$ cat config.mk
export PLATFORM = sky130hd
export DESIGN_NAME = mul_wb_pipe_flat
export DESIGN_NICKNAME = d
export VERILOG_FILES = /design/src/rtl/mul_wb_pipe_if.sv /design/src/rtl/mul_wb_pipe.sv /design/src/flat_wrapper.sv
export SDC_FILE = /design/constraint.sdc
export NUM_CORES = 1
export LEC_CHECK = 0
export BUFFER_PORTS_ARGS = -buffer_cell sky130_fd_sc_hd__buf_2
export CORE_MARGIN = 2
export CORE_UTILIZATION = 51
export DETAILED_ROUTE_END_ITERATION = 10
export PLACE_DENSITY = 0.81
export RECOVER_POWER = 50
export SLEW_MARGIN = 5
export SYNTH_ARGS = -nofsm -noshare
export SYNTH_HDL_FRONTEND = slang
export SYNTH_SLANG_ARGS = --single-unit
export TNS_END_PERCENT = 100
$ cat constraint.sdc
create_clock -name clk -period 2.75 [get_ports clk]
set_input_delay 0.1375 -clock clk [delete_from_list [all_inputs] [get_ports clk]]
set_output_delay 0.1375 -clock clk [all_outputs]
set_load 0.01 [all_outputs]
$ cat src/rtl/mul_wb_pipe_if.sv
// Exception tag type and the M1 / writeback / decode-query bundle for mul_wb_pipe.
// slave is the pipe side; master is whatever drives M1 and WB around it.
package mul_wb_pkg;
   typedef enum logic [1:0] {
      NO_XCPT       = 2'd0,
      XCPT_ILLEGAL  = 2'd1,
      XCPT_OVERFLOW = 2'd2,
      XCPT_MISC     = 2'd3
   } xcpt_e;
endpackage

interface mul_wb_if #(
   parameter int XLEN   = 32,
   parameter int REGMSB = 5
) ();
   import mul_wb_pkg::*;

   // Handshakes: M1 -> pipe captures {valid_in,..} on an edge where busy_out=0.
   // Pipe -> WB transfers the entry on an edge where valid_out & wb_ready_in.
   // An offered entry stays stable until it transfers or is flushed.
   logic              stall_in;
   logic              flush_in;
   logic              valid_in;
   xcpt_e             xcpt_in;
   logic [REGMSB-1:0] rd_in;
   logic [XLEN-1:0]   result_in;
   logic              wb_ready_in;
   logic              valid_out;
   xcpt_e             xcpt_out;
   logic [REGMSB-1:0] rd_out;
   logic [XLEN-1:0]   result_out;
   logic              busy_out;
   logic [REGMSB-1:0] query_rs1_in;
   logic [REGMSB-1:0] query_rs2_in;
   logic              rs1_hazard_out;
   logic              rs2_hazard_out;
   logic              rs1_fwd_valid_out;
   logic              rs2_fwd_valid_out;
   logic [XLEN-1:0]   rs1_fwd_data_out;
   logic [XLEN-1:0]   rs2_fwd_data_out;

   modport slave (
      input  stall_in, flush_in, valid_in, xcpt_in, rd_in, result_in, wb_ready_in,
      input  query_rs1_in, query_rs2_in,
      output valid_out, xcpt_out, rd_out, result_out, busy_out,
      output rs1_hazard_out, rs2_hazard_out,
      output rs1_fwd_valid_out, rs2_fwd_valid_out, rs1_fwd_data_out, rs2_fwd_data_out
   );

   modport master (
      output stall_in, flush_in, valid_in, xcpt_in, rd_in, result_in, wb_ready_in,
      output query_rs1_in, query_rs2_in,
      input  valid_out, xcpt_out, rd_out, result_out, busy_out,
      input  rs1_hazard_out, rs2_hazard_out,
      input  rs1_fwd_valid_out, rs2_fwd_valid_out, rs1_fwd_data_out, rs2_fwd_data_out
   );
endinterface

$ cat src/rtl/mul_wb_pipe.sv
// Multiply delay pipe (M2..M5): fixed FIFO shift of M1 products to writeback,
// with stall/flush and RAW hazard reporting. Define MUL_WB_FWD_EN to forward instead of stalling.
module mul_wb_pipe
   import mul_wb_pkg::*;
#(
   parameter int XLEN   = 32,
   parameter int REGMSB = 5,
   parameter int DEPTH  = 4
) (
   input logic     clk,
   input logic     reset_n,
   mul_wb_if.slave bus
);
   localparam int LAST = DEPTH - 1;

   // Stage 0 is youngest, stage LAST is the one offered to writeback.
   logic [DEPTH-1:0]  v_q;
   xcpt_e             xcpt_q   [DEPTH];
   logic [REGMSB-1:0] rd_q     [DEPTH];
   logic [XLEN-1:0]   result_q [DEPTH];
   logic              advance;

   assign advance      = ~bus.stall_in & (~v_q[LAST] | bus.wb_ready_in);
   assign bus.busy_out = ~advance;

   always_ff @(posedge clk or negedge reset_n) begin
      if (!reset_n) begin
         v_q <= '0;
         for (int k = 0; k < DEPTH; k++) begin
            xcpt_q[k]   <= NO_XCPT;
            rd_q[k]     <= '0;
            result_q[k] <= '0;
         end
      end else if (bus.flush_in) begin
         // rd/result are left stale; nothing reads them while v=0.
         v_q <= '0;
         for (int k = 0; k < DEPTH; k++) begin
            xcpt_q[k] <= NO_XCPT;
         end
      end else if (advance) begin
         for (int k = LAST; k > 0; k--) begin
            v_q[k]      <= v_q[k-1];
            xcpt_q[k]   <= xcpt_q[k-1];
            rd_q[k]     <= rd_q[k-1];
            result_q[k] <= result_q[k-1];
         end
         v_q[0]      <= bus.valid_in;
         xcpt_q[0]   <= bus.xcpt_in;
         rd_q[0]     <= bus.rd_in;
         result_q[0] <= bus.result_in;
      end
   end

   assign bus.valid_out  = v_q[LAST] & ~bus.flush_in;
   assign bus.xcpt_out   = xcpt_q[LAST];
   assign bus.rd_out     = rd_q[LAST];
   assign bus.result_out = result_q[LAST];

   // x0 is hardwired, so a zero query never matches anything.
   logic rs1_match;
   logic rs2_match;

   always_comb begin
      rs1_match = 1'b0;
      rs2_match = 1'b0;
      for (int k = 0; k < DEPTH; k++) begin
         if (v_q[k] && (rd_q[k] == bus.query_rs1_in)) rs1_match = 1'b1;
         if (v_q[k] && (rd_q[k] == bus.query_rs2_in)) rs2_match = 1'b1;
      end
      if (bus.query_rs1_in == '0) rs1_match = 1'b0;
      if (bus.query_rs2_in == '0) rs2_match = 1'b0;
   end

`ifdef MUL_WB_FWD_EN
   logic [XLEN-1:0] rs1_fwd_data;
   logic [XLEN-1:0] rs2_fwd_data;

   // Walk oldest to youngest so the youngest matching stage wins.
   always_comb begin
      rs1_fwd_data = '0;
      rs2_fwd_data = '0;
      for (int k = LAST; k >= 0; k--) begin
         if (v_q[k] && (rd_q[k] == bus.query_rs1_in)) rs1_fwd_data = result_q[k];
         if (v_q[k] && (rd_q[k] == bus.query_rs2_in)) rs2_fwd_data = result_q[k];
      end
   end

   assign bus.rs1_hazard_out    = 1'b0;
   assign bus.rs2_hazard_out    = 1'b0;
   assign bus.rs1_fwd_valid_out = rs1_match;
   assign bus.rs2_fwd_valid_out = rs2_match;
   assign bus.rs1_fwd_data_out  = rs1_match ? rs1_fwd_data : '0;
   assign bus.rs2_fwd_data_out  = rs2_match ? rs2_fwd_data : '0;
`else
   assign bus.rs1_hazard_out    = rs1_match;
   assign bus.rs2_hazard_out    = rs2_match;
   assign bus.rs1_fwd_valid_out = 1'b0;
   assign bus.rs2_fwd_valid_out = 1'b0;
   assign bus.rs1_fwd_data_out  = '0;
   assign bus.rs2_fwd_data_out  = '0;
`endif

endmodule

$ cat src/flat_wrapper.sv
// flat-port wrapper written by rule: the top's interface ports become plain ports
module mul_wb_pipe_flat import mul_wb_pkg::*;
#(
   parameter int XLEN   = 32,
   parameter int REGMSB = 5,
   parameter int DEPTH  = 4
)
  (clk, reset_n, bus_stall_in, bus_flush_in, bus_valid_in, bus_xcpt_in, bus_rd_in, bus_result_in, bus_wb_ready_in, bus_query_rs1_in, bus_query_rs2_in, bus_valid_out, bus_xcpt_out, bus_rd_out, bus_result_out, bus_busy_out, bus_rs1_hazard_out, bus_rs2_hazard_out, bus_rs1_fwd_valid_out, bus_rs2_fwd_valid_out, bus_rs1_fwd_data_out, bus_rs2_fwd_data_out);
  mul_wb_if #(.XLEN(XLEN), .REGMSB(REGMSB)) bus_i ();
  input logic clk;
  input logic reset_n;
  input wire logic [$bits(bus_i.stall_in)-1:0] bus_stall_in;
  input wire logic [$bits(bus_i.flush_in)-1:0] bus_flush_in;
  input wire logic [$bits(bus_i.valid_in)-1:0] bus_valid_in;
  input wire logic [$bits(bus_i.xcpt_in)-1:0] bus_xcpt_in;
  input wire logic [$bits(bus_i.rd_in)-1:0] bus_rd_in;
  input wire logic [$bits(bus_i.result_in)-1:0] bus_result_in;
  input wire logic [$bits(bus_i.wb_ready_in)-1:0] bus_wb_ready_in;
  input wire logic [$bits(bus_i.query_rs1_in)-1:0] bus_query_rs1_in;
  input wire logic [$bits(bus_i.query_rs2_in)-1:0] bus_query_rs2_in;
  output wire logic [$bits(bus_i.valid_out)-1:0] bus_valid_out;
  output wire logic [$bits(bus_i.xcpt_out)-1:0] bus_xcpt_out;
  output wire logic [$bits(bus_i.rd_out)-1:0] bus_rd_out;
  output wire logic [$bits(bus_i.result_out)-1:0] bus_result_out;
  output wire logic [$bits(bus_i.busy_out)-1:0] bus_busy_out;
  output wire logic [$bits(bus_i.rs1_hazard_out)-1:0] bus_rs1_hazard_out;
  output wire logic [$bits(bus_i.rs2_hazard_out)-1:0] bus_rs2_hazard_out;
  output wire logic [$bits(bus_i.rs1_fwd_valid_out)-1:0] bus_rs1_fwd_valid_out;
  output wire logic [$bits(bus_i.rs2_fwd_valid_out)-1:0] bus_rs2_fwd_valid_out;
  output wire logic [$bits(bus_i.rs1_fwd_data_out)-1:0] bus_rs1_fwd_data_out;
  output wire logic [$bits(bus_i.rs2_fwd_data_out)-1:0] bus_rs2_fwd_data_out;
  assign bus_i.stall_in = bus_stall_in;
  assign bus_i.flush_in = bus_flush_in;
  assign bus_i.valid_in = bus_valid_in;
  assign bus_i.xcpt_in = bus_xcpt_in;
  assign bus_i.rd_in = bus_rd_in;
  assign bus_i.result_in = bus_result_in;
  assign bus_i.wb_ready_in = bus_wb_ready_in;
  assign bus_i.query_rs1_in = bus_query_rs1_in;
  assign bus_i.query_rs2_in = bus_query_rs2_in;
  assign bus_valid_out = bus_i.valid_out;
  assign bus_xcpt_out = bus_i.xcpt_out;
  assign bus_rd_out = bus_i.rd_out;
  assign bus_result_out = bus_i.result_out;
  assign bus_busy_out = bus_i.busy_out;
  assign bus_rs1_hazard_out = bus_i.rs1_hazard_out;
  assign bus_rs2_hazard_out = bus_i.rs2_hazard_out;
  assign bus_rs1_fwd_valid_out = bus_i.rs1_fwd_valid_out;
  assign bus_rs2_fwd_valid_out = bus_i.rs2_fwd_valid_out;
  assign bus_rs1_fwd_data_out = bus_i.rs1_fwd_data_out;
  assign bus_rs2_fwd_data_out = bus_i.rs2_fwd_data_out;
  mul_wb_pipe #(.XLEN(XLEN), .REGMSB(REGMSB), .DEPTH(DEPTH)) u_core (.clk(clk), .reset_n(reset_n), .bus(bus_i));
endmodule
==> Word level (Yosys, flattened, before mapping) <==
Index checks and enable logic that the tools add are counted.
{ "word_totals": {"reg_bits": 160, "input_bits": 55, "output_inout_bits": 109, "word_cells": 54} }
{ "classes": {"eq_ne": 8, "n_mux": 14, "bitwise_logic": 7, "n_reduce_logical": 12} }
{ "op_table": {"columns": ["operator", "n"], "rows": [
  ["$eq A5 B5 Y1", 8],
  ["$mux W8", 2],
  ["$logic_not A5 Y1", 2],
  ["$mux W1", 10],
  ["$logic_and A1 B1 Y1", 8],
  ["$mux W4", 2],
  ["$not A1 Y1", 4],
  ["$and A1 B1 Y1", 2],
  ["$reduce_and A2 Y1", 1],
  ["$reduce_bool A2 Y1", 1],
  ["$or A1 B1 Y1", 1]
]} }

==> Logic depth before layout (Yosys ltp) <==
Gate-level depths: netlist of run 1.
{ "logic_depth": {"depth_word": 7, "depth_mapped": 7, "depth_no_buf": 5} }

==> Worst setup path before layout of run 1 <==
No wires, ideal clock.
{ "synth_path": {"kind": "register -> register", "start": "register u_core.v_q[3]", "end": "register u_core.result_q[47] (netlist name)", "setup_ns": 0.125, "arrival_time_ns": 1.435, "required_time_ns": 2.625, "path_slack_ns": 1.191, "path_stages_with_launch": 7, "path_buffers": 2, "period_less_slack_ns": 1.559, "path_cell_list": "dfrtp_1 -> a21oi_4 -> inv_2 -> nor2_4 -> buf_4 -> buf_6 -> mux2_2"} }
{ "synth_via": {"elab_chain_cells": 4} }
{ "synth_rtl": {"columns": ["element", "line_no", "rtl"], "rows": [
  ["start, declared", "mul_wb_pipe.sv:17", "logic [DEPTH-1:0] v_q;"],
  ["start signal, assigned by index", "mul_wb_pipe.sv:42", "v_q[k] <= v_q[k-1];"],
  ["$not A1 Y1", "mul_wb_pipe.sv:23", "assign advance = ~bus.stall_in & (~v_q[LAST] | bus.wb_ready_in);"],
  ["$or A1 B1 Y1", "mul_wb_pipe.sv:23", null],
  ["$and A1 B1 Y1", "mul_wb_pipe.sv:23", null],
  ["$reduce_and A2 Y1 (no source line)", null, null],
  ["end signal, assigned by index", "mul_wb_pipe.sv:45", "result_q[k] <= result_q[k-1];"],
  ["end, declared", "mul_wb_pipe.sv:20", "logic [XLEN-1:0] result_q [DEPTH];"]
]} }
Every way passes these cells.
A chain may end at the register's enable or synchronous reset.

==> Worst setup path in the final report of run 1 <==
{ "layout_path": {"start": "register u_core.rd_q[9] (netlist name)", "end": "output port bus_rs2_hazard_out"} }
{ "layout_via": {"elab_chain_cells": 5} }
{ "layout_rtl": {"columns": ["element", "line_no", "rtl"], "rows": [
  ["start, declared", "mul_wb_pipe.sv:19", "logic [REGMSB-1:0] rd_q [DEPTH];"],
  ["start signal, assigned by index", "mul_wb_pipe.sv:44", "rd_q[k] <= rd_q[k-1];"],
  ["$eq A5 B5 Y1", "mul_wb_pipe.sv:68", "if (v_q[k] && (rd_q[k] == bus.query_rs2_in)) rs2_match = 1'b1;"],
  ["$logic_and A1 B1 Y1", "mul_wb_pipe.sv:68", null],
  ["$mux W1 (2 in series)", "mul_wb_pipe.sv:68", null],
  ["$mux W1", "mul_wb_pipe.sv:71", "if (bus.query_rs2_in == '0) rs2_match = 1'b0;"],
  ["end, declared", "flat_wrapper.sv:27", "output wire logic [$bits(bus_i.rs2_hazard_out)-1:0] bus_rs2_hazard_out;"]
]} }
Every way passes these cells.

==> impl_metrics.yaml, run 1 <==
run_status:
  status: "complete, no violations"
global_route:
  grt_pass1_wl_um: 19300
  grt_pass1_vias: 4052
  grt_max_degree: 84
  grt_use_total_pct: 16.3
  grt_remaining_overflow: 0
  antenna_found_initial: 0
power_and_ir_drop:
  peakVddDrop_mv: 0.497
  power.density_nw_per_um2: 833
  combPwrFrac_pct: 18.2
  p_switching_mw: 1.90
  swShare_pct: 27.3
  p_int_mw: 5.04
  p_total_mw: 6.94
  power.leakage_nw: 3.79
  power.share.sequential_pct: 48.9
  power.share.clock_pct: 32.9
timing:
  setup_tns_ns: 0
  whs_ns: 0.0804
  rsz0062_at_grt: "no"
  setup_viol: 0
  period_minus_slack_ns: 2.05
  drv_slew: 0
  fin_ws_ns: 0.702
  slew_headroom_pct: 26.0
  hold_viol: 0
  fin_skew_ns: 0.00403
  finalCritPeriodShare_pct: 74.5
  max_freq_mhz: 488
  worstMarginPinSlew_ns: 1.11
place:
  hpwl_um: 7950
  gp_congestion: 0.874
  placed_area_sq_um: 7420
  pre_cts_slack_ns: 1.01
  portBuffers: 97
synth:
  synth_cells: 533
  synthSimpleGateAreaFrac_pct: 2.45
  synth.area.mux_share_pct: 24.3
  synth_cell_types: 22
  syn-cell-area_sq_um: 7360
  ys_ff_latch: 160
  synth_top_family_by_area: "multiplexers"
  ys_seq_area_share_pct: 54.4
  syn-mean-instance-area_sq_um: 13.8
  synth_adder_area_share_pct: 0
  synth_compound_area_share_pct: 0.425
  synth_xor_area_share_pct: 4.76
  yosysWarnings: 0
layout:
  fillers: 1097
  area_growth_pct: 13.2
  seq_area_sq_um: 4000
  antenna_cells: 0
  multi_input_area_sq_um: 2580
  drive_gt1_share_pct: 21.6
  nets: 683
  post-route-cell-area_sq_um: 8330
setup_path:
  crit_arrival_ns: 1.91
  path_class: "flip-flop to output pin"
  r2r-end: "u_core.result_q[55]"
  rrSetupSlack_ns: 0.95
  cp-end-kind: "output pin"
  startpoint_type: "flip-flop"
  critical_path_required_ns: 2.61
  crit-reg2reg-launch: "u_core.v_q[3]"
  cp_max_fo: 4
  ff2ff_path_depth: 5
min_path:
  hold_path.class: "input port to flip-flop"
  hold_path_depth: 2
  hold_end: "u_core.xcpt_q[4]"
  worstHoldStart: "bus_flush_in"
routing:
  dr_total_vias: 3963
  dr.pass1.iters: 4
  drc: 0
  first_iter_violations: 153
  viasPerCell: 4.83
  drt-total-wl_um: 11900
  ant_nets: 0
  wl_per_cell_um: 14.5
cts:
  cts.path.max_buffers: 2
  cts.htree.levels: 4
  post_cts_buffers: 0
  cts.sinks: 160
  tritoncts: "yes"
  clk_latency_ns: 0.41
  numCtsBuffers: 17
  cts.reportedPaths.clkPinSlew_ns: 0.06
  clock-root-buffer: "clkbuf_16"
run:
  max-cap-violations: 0
die:
  placementRows: 43
  die_height_um: 124
  start_util_pct: 52.6
  core_area_sq_um: 14000
  io_pins: 164
  dieArea_sq_um: 15400
  fp.dieW_um: 124
-- state kept, by name (all words and copies together), names as in the netlist --
name	count
u_core.result_q	96
u_core.bus.result_out	32
u_core.rd_q	15
u_core.xcpt_q	6
u_core.bus.rd_out	5
u_core.v_q	4
u_core.bus.xcpt_out	2
-- synthesized netlist by cell type (all sizes together) --
library cell / n / share of area [%]
xor2: 32 / 3.8
mux2i: 12 / 1.6
inv: 2 / 0.10
buf: 122 / 13
nor2b: 1 / 0.085
nor4: 8 / 0.68
o21a: 2 / 0.20
clkbuf: 11 / 0.56
xnor2: 8 / 0.95
dfrtp: 160 / 54
conb: 1 / 0.051
nand4: 2 / 0.17
or4: 2 / 0.20
mux2: 148 / 23
a21oi: 1 / 0.22
nor2: 13 / 0.76
nand3: 8 / 0.54
-- worst max-delay path by stage --
stage,startpoint,end,slack (ns),cells after the start
floorplan,u_core.v_q[3],u_core.result_q[47],1.19,6
global placement,u_core.v_q[3],u_core.result_q[51],1.06,5
detailed placement,u_core.v_q[3],u_core.result_q[53],1.01,5
CTS,u_core.bus.rd_out[1],bus_rs2_hazard_out,0.69,6
global route,reset_n,u_core.result_q[75],0.43,3
finish,u_core.rd_q[9],bus_rs2_hazard_out,0.70,6
-- per-stage QoR --
stage	utilization [%]	cells
2_1_floorplan	-	598
3_3_place_gp	53.0	748
3_5_place_dp	53.0	748
4_1_cts	60.1	820
5_1_grt	59.6	820
6_report	59.6	820
-- placed cells by master (no fill, tap or decap), drive strengths merged --
cell | Yosys | layout
dlygate4sd3 | 0 | 41
o21a | 2 | 2
xor2 | 32 | 32
mux2 | 148 | 148
nor4 | 8 | 8
conb | 1 | 66
clkinv | 0 | 4
bufinv | 0 | 2
inv | 2 | 3
or4 | 2 | 2
clkbuf | 11 | 64
mux2i | 12 | 12
nor2 | 13 | 13
xnor2 | 8 | 8
nor2b | 1 | 1
clkinvlp | 0 | 2
nand4 | 2 | 2
dfrtp | 160 | 160
a21oi | 1 | 1
buf | 122 | 61
nand3 | 8 | 8
-- kinds of logic after synthesis --
family | count (synthesis)
AO/OA/AOI/OAI | 3
XOR/XNOR | 40
buffers and inverters | 135
flip-flops | 160
multiplexers | 160
other | 1
AND/OR/NAND/NOR | 34
-- power by group through the flow --
| stage | combinational (mW) | clock, mW | sequential, mW |
|---|---|---|---|
| after floorplan | 1.27 | 0 | 3.28 |
| after global placement | 1.24 | 0 | 3.37 |
| after detailed placement | 1.31 | 0 | 3.42 |
| after CTS | 1.36 | 2.36 | 3.39 |
| after global routing | 1.41 | 2.45 | 3.48 |
| final | 1.26 | 2.28 | 3.39 |
-- cell type report --
type,count,area share [%]
Clock inverter,9,1.29
Sequential cell,160,48.1
Tap cell,180,2.70
Multi-Input combinational cell,303,31.0
Timing Repair Buffer,144,11.1
Inverter,2,0.0901
Clock buffer,22,5.69
-- what timing repair did --
action                     in CTS  in global routing
resized for setup               0                  0
hold buffers                   41                  0
setup endpoints to repair       0                  0
hold endpoints to repair      121                  0
-- critical path, stage by stage (launching register included) --
cell and delay [ns]:
dfrtp_1 0.45, xor2_1 0.18, nor4_1 0.38, nand3_1 0.13
nand4_1 0.12, o21a_1 0.12, buf_2 0.12
-- layer usage --
| layer | track usage (%) | vias to the layer above | share of wire (%) |
|---|---|---|---|
| met2 | 26.5 | 143 | 49 |
| li1 | - | 1813 | - |
| met4 | 7.23 | 0 | 1.8 |
| met3 | 5.04 | 22 | 6.7 |
| met5 | 0 | - | 0 |
| met1 | 20.0 | 1985 | 43 |
No activity file was read; power rests on OpenSTA's default activity.
==> inputs of run 2 (changes only) <==
--- a/config.mk
+++ b/config.mk
@@ -7,7 +7,7 @@
 export LEC_CHECK = 0
 export BUFFER_PORTS_ARGS = -buffer_cell sky130_fd_sc_hd__buf_2
 export CORE_MARGIN = 2
-export CORE_UTILIZATION = 51
+export CORE_UTILIZATION = 49
 export DETAILED_ROUTE_END_ITERATION = 10
 export PLACE_DENSITY = 0.81
 export RECOVER_POWER = 50
==> constraint.sdc (replaced) <==
create_clock -name clk -period 1.7 [get_ports clk]
set_input_delay 0.085 -clock clk [delete_from_list [all_inputs] [get_ports clk]]
set_output_delay 0.085 -clock clk [all_outputs]
set_load 0.01 [all_outputs]
==> run 2 against run 1 <==
Compared with the run above:
- the flow now finishes with violations (setup timing)
- via count up 2.6%
- largest power group unchanged
- die area increased by 4.0%
- hold slack better by 0.18 ns
- clock-buffer cell count is 1 lower
- critical endpoint is now bus_rs1_hazard_out
- register-to-register slack worse by 0.87 ns
- sequential power up 61%
- total power grew 63%
==> impl_metrics.yaml, run 2 (synthesized netlist as in run 1, its figures left out) <==
run_status:
  status: "complete, but fails checks"
  violations: "setup timing"
timing:
  setup_tns_ns: -0.377
  hold_viol: 0
  finalCritPeriodShare_pct: 111
  rsz0062_at_grt: "yes"
  period_minus_slack_ns: 1.89
  slew_headroom_pct: 16.0
  drv_slew: 0
  fin_ws_ns: -0.188
  setup_viol: 2
  max_freq_mhz: 530
  whs_ns: 0.259
  worstMarginPinSlew_ns: 1.26
  fin_skew_ns: 0.00938
place:
  pre_cts_slack_ns: 0.0683
  hpwl_um: 8390
  portBuffers: 97
  gp_congestion: 0.847
  place_inst: 759
  placed_area_sq_um: 7530
global_route:
  antenna_found_initial: 0
  grt_pass1_vias: 4207
  grt_remaining_overflow: 0
  grt_max_degree: 65
  grt_pass1_wl_um: 20600
  grt_use_total_pct: 16.3
setup_path:
  startpoint_type: "flip-flop"
  cp-end-kind: "output pin"
  critical_path_required_ns: 1.62
  crit_arrival_ns: 1.80
  cp_max_fo: 4
  path_class: "flip-flop to output pin"
cts:
  cts.reportedPaths.clkPinSlew_ns: 0.06
  clk_latency_ns: 0.43
  cts.sinks: 160
  numCtsBuffers: 17
  tritoncts: "yes"
  clock-root-buffer: "clkbuf_16"
  cts.path.max_buffers: 2
  cts.htree.levels: 4
die:
  die_height_um: 127
  io_pins: 164
  dieArea_sq_um: 16000
  start_util_pct: 50.5
  core_area_sq_um: 14600
  placementRows: 44
  fp.dieW_um: 127
layout:
  fin_cells: 857
  layout_common_cells: "dfrtp_1 (158), mux2_1 (103), buf_2 (76), conb_1 (66), mux2_2 (45)"
  drive_gt1_share_pct: 29.6
  post-route-cell-area_sq_um: 8670
  nets: 715
  layout_commonest_cell: "dfrtp_1"
  largest_register_ffs: 96
  final_util_pct: 59.4
  antenna_cells: 0
  top_register: "u_core.result_q"
  area_growth_pct: 17.8
routing:
  wl_per_cell_um: 14.5
  drt-total-wl_um: 12500
  first_iter_violations: 205
  viasPerCell: 4.74
  dr_total_vias: 4066
  dr.pass1.iters: 4
  ant_nets: 0
  drc: 0
power_and_ir_drop:
  power.leakage_nw: 4.02
  p_total_mw: 11.3
  peakVddDrop_mv: 0.675
  power.density_nw_per_um2: 1300
min_path:
  hold_path.class: "input port to flip-flop"
run:
  max-cap-violations: 0
## run 2: cell count changes in the layout (fill, tap and decap cells not counted), sizes merged
cell,delta
buf,+51
clkbuf,-21
clkinv,+5
bufinv,-1
clkinvlp,-1
dlygate4sd3,+1
inv,-1
## run 2: timing repair
action | in CTS | in global routing
pin swaps | 11 | 14
hold buffers | 42 | 0
endpoints found under the setup margin | 2 | 3
gates resized for setup | 2 | 5
buffers inserted | 12 | 12
hold endpoints to repair | 89 | 0
gates cloned | 0 | 0
## run 2: final timing paths
| path | to | cells past startpoint | slack [ns] | from |
|---|---|---|---|---|
| worst min-delay path | u_core.xcpt_q[3] | 5 | 0.26 | bus_stall_in |
| min in group asynchronous | u_core.bus.result_out[30] | 2 | 0.48 | reset_n |
| worst max register to register | u_core.bus.result_out[4] | 6 | 0.08 | u_core.v_q[3] |
| max in group asynchronous | u_core.rd_q[9] | 3 | 0.20 | reset_n |
| worst max-delay path | bus_rs1_hazard_out | 6 | -0.19 | u_core.rd_q[10] |
| worst min register to register | u_core.result_q[103] | 1 | 0.48 | u_core.result_q[103] |
## run 2: area by class of cell
type                       instances  area [sq um]
tap                              184           230
inverter                           2          7.51
clock buffer                      21           460
clock inverter                    11          90.1
sequential                       160          4010
fill                            1125          5920
multi-input combinational        303          2630
timing repair buffer             176          1250
## run 2: report_power, final
part           internal, mW  switching, mW
clock network          2.07           1.43
registers              4.83          0.631
logic                  1.27           1.07
## run 2: metal layers
metal,track usage [%],vias to the layer above,wire [um]
met4,6.85,0,282
met3,4.51,25,655
li1,-,1884,-
met5,0,-,0
met1,20.7,2020,5320
met2,26.5,137,6210
## run 2: critical path, stage by stage, from the launching register on
cell     delay (ns)
dfrtp_1        0.43
xor2_2         0.17
nor4_2         0.30
nand3_1        0.12
nand4_1        0.12
o21a_1         0.12
buf_2          0.12
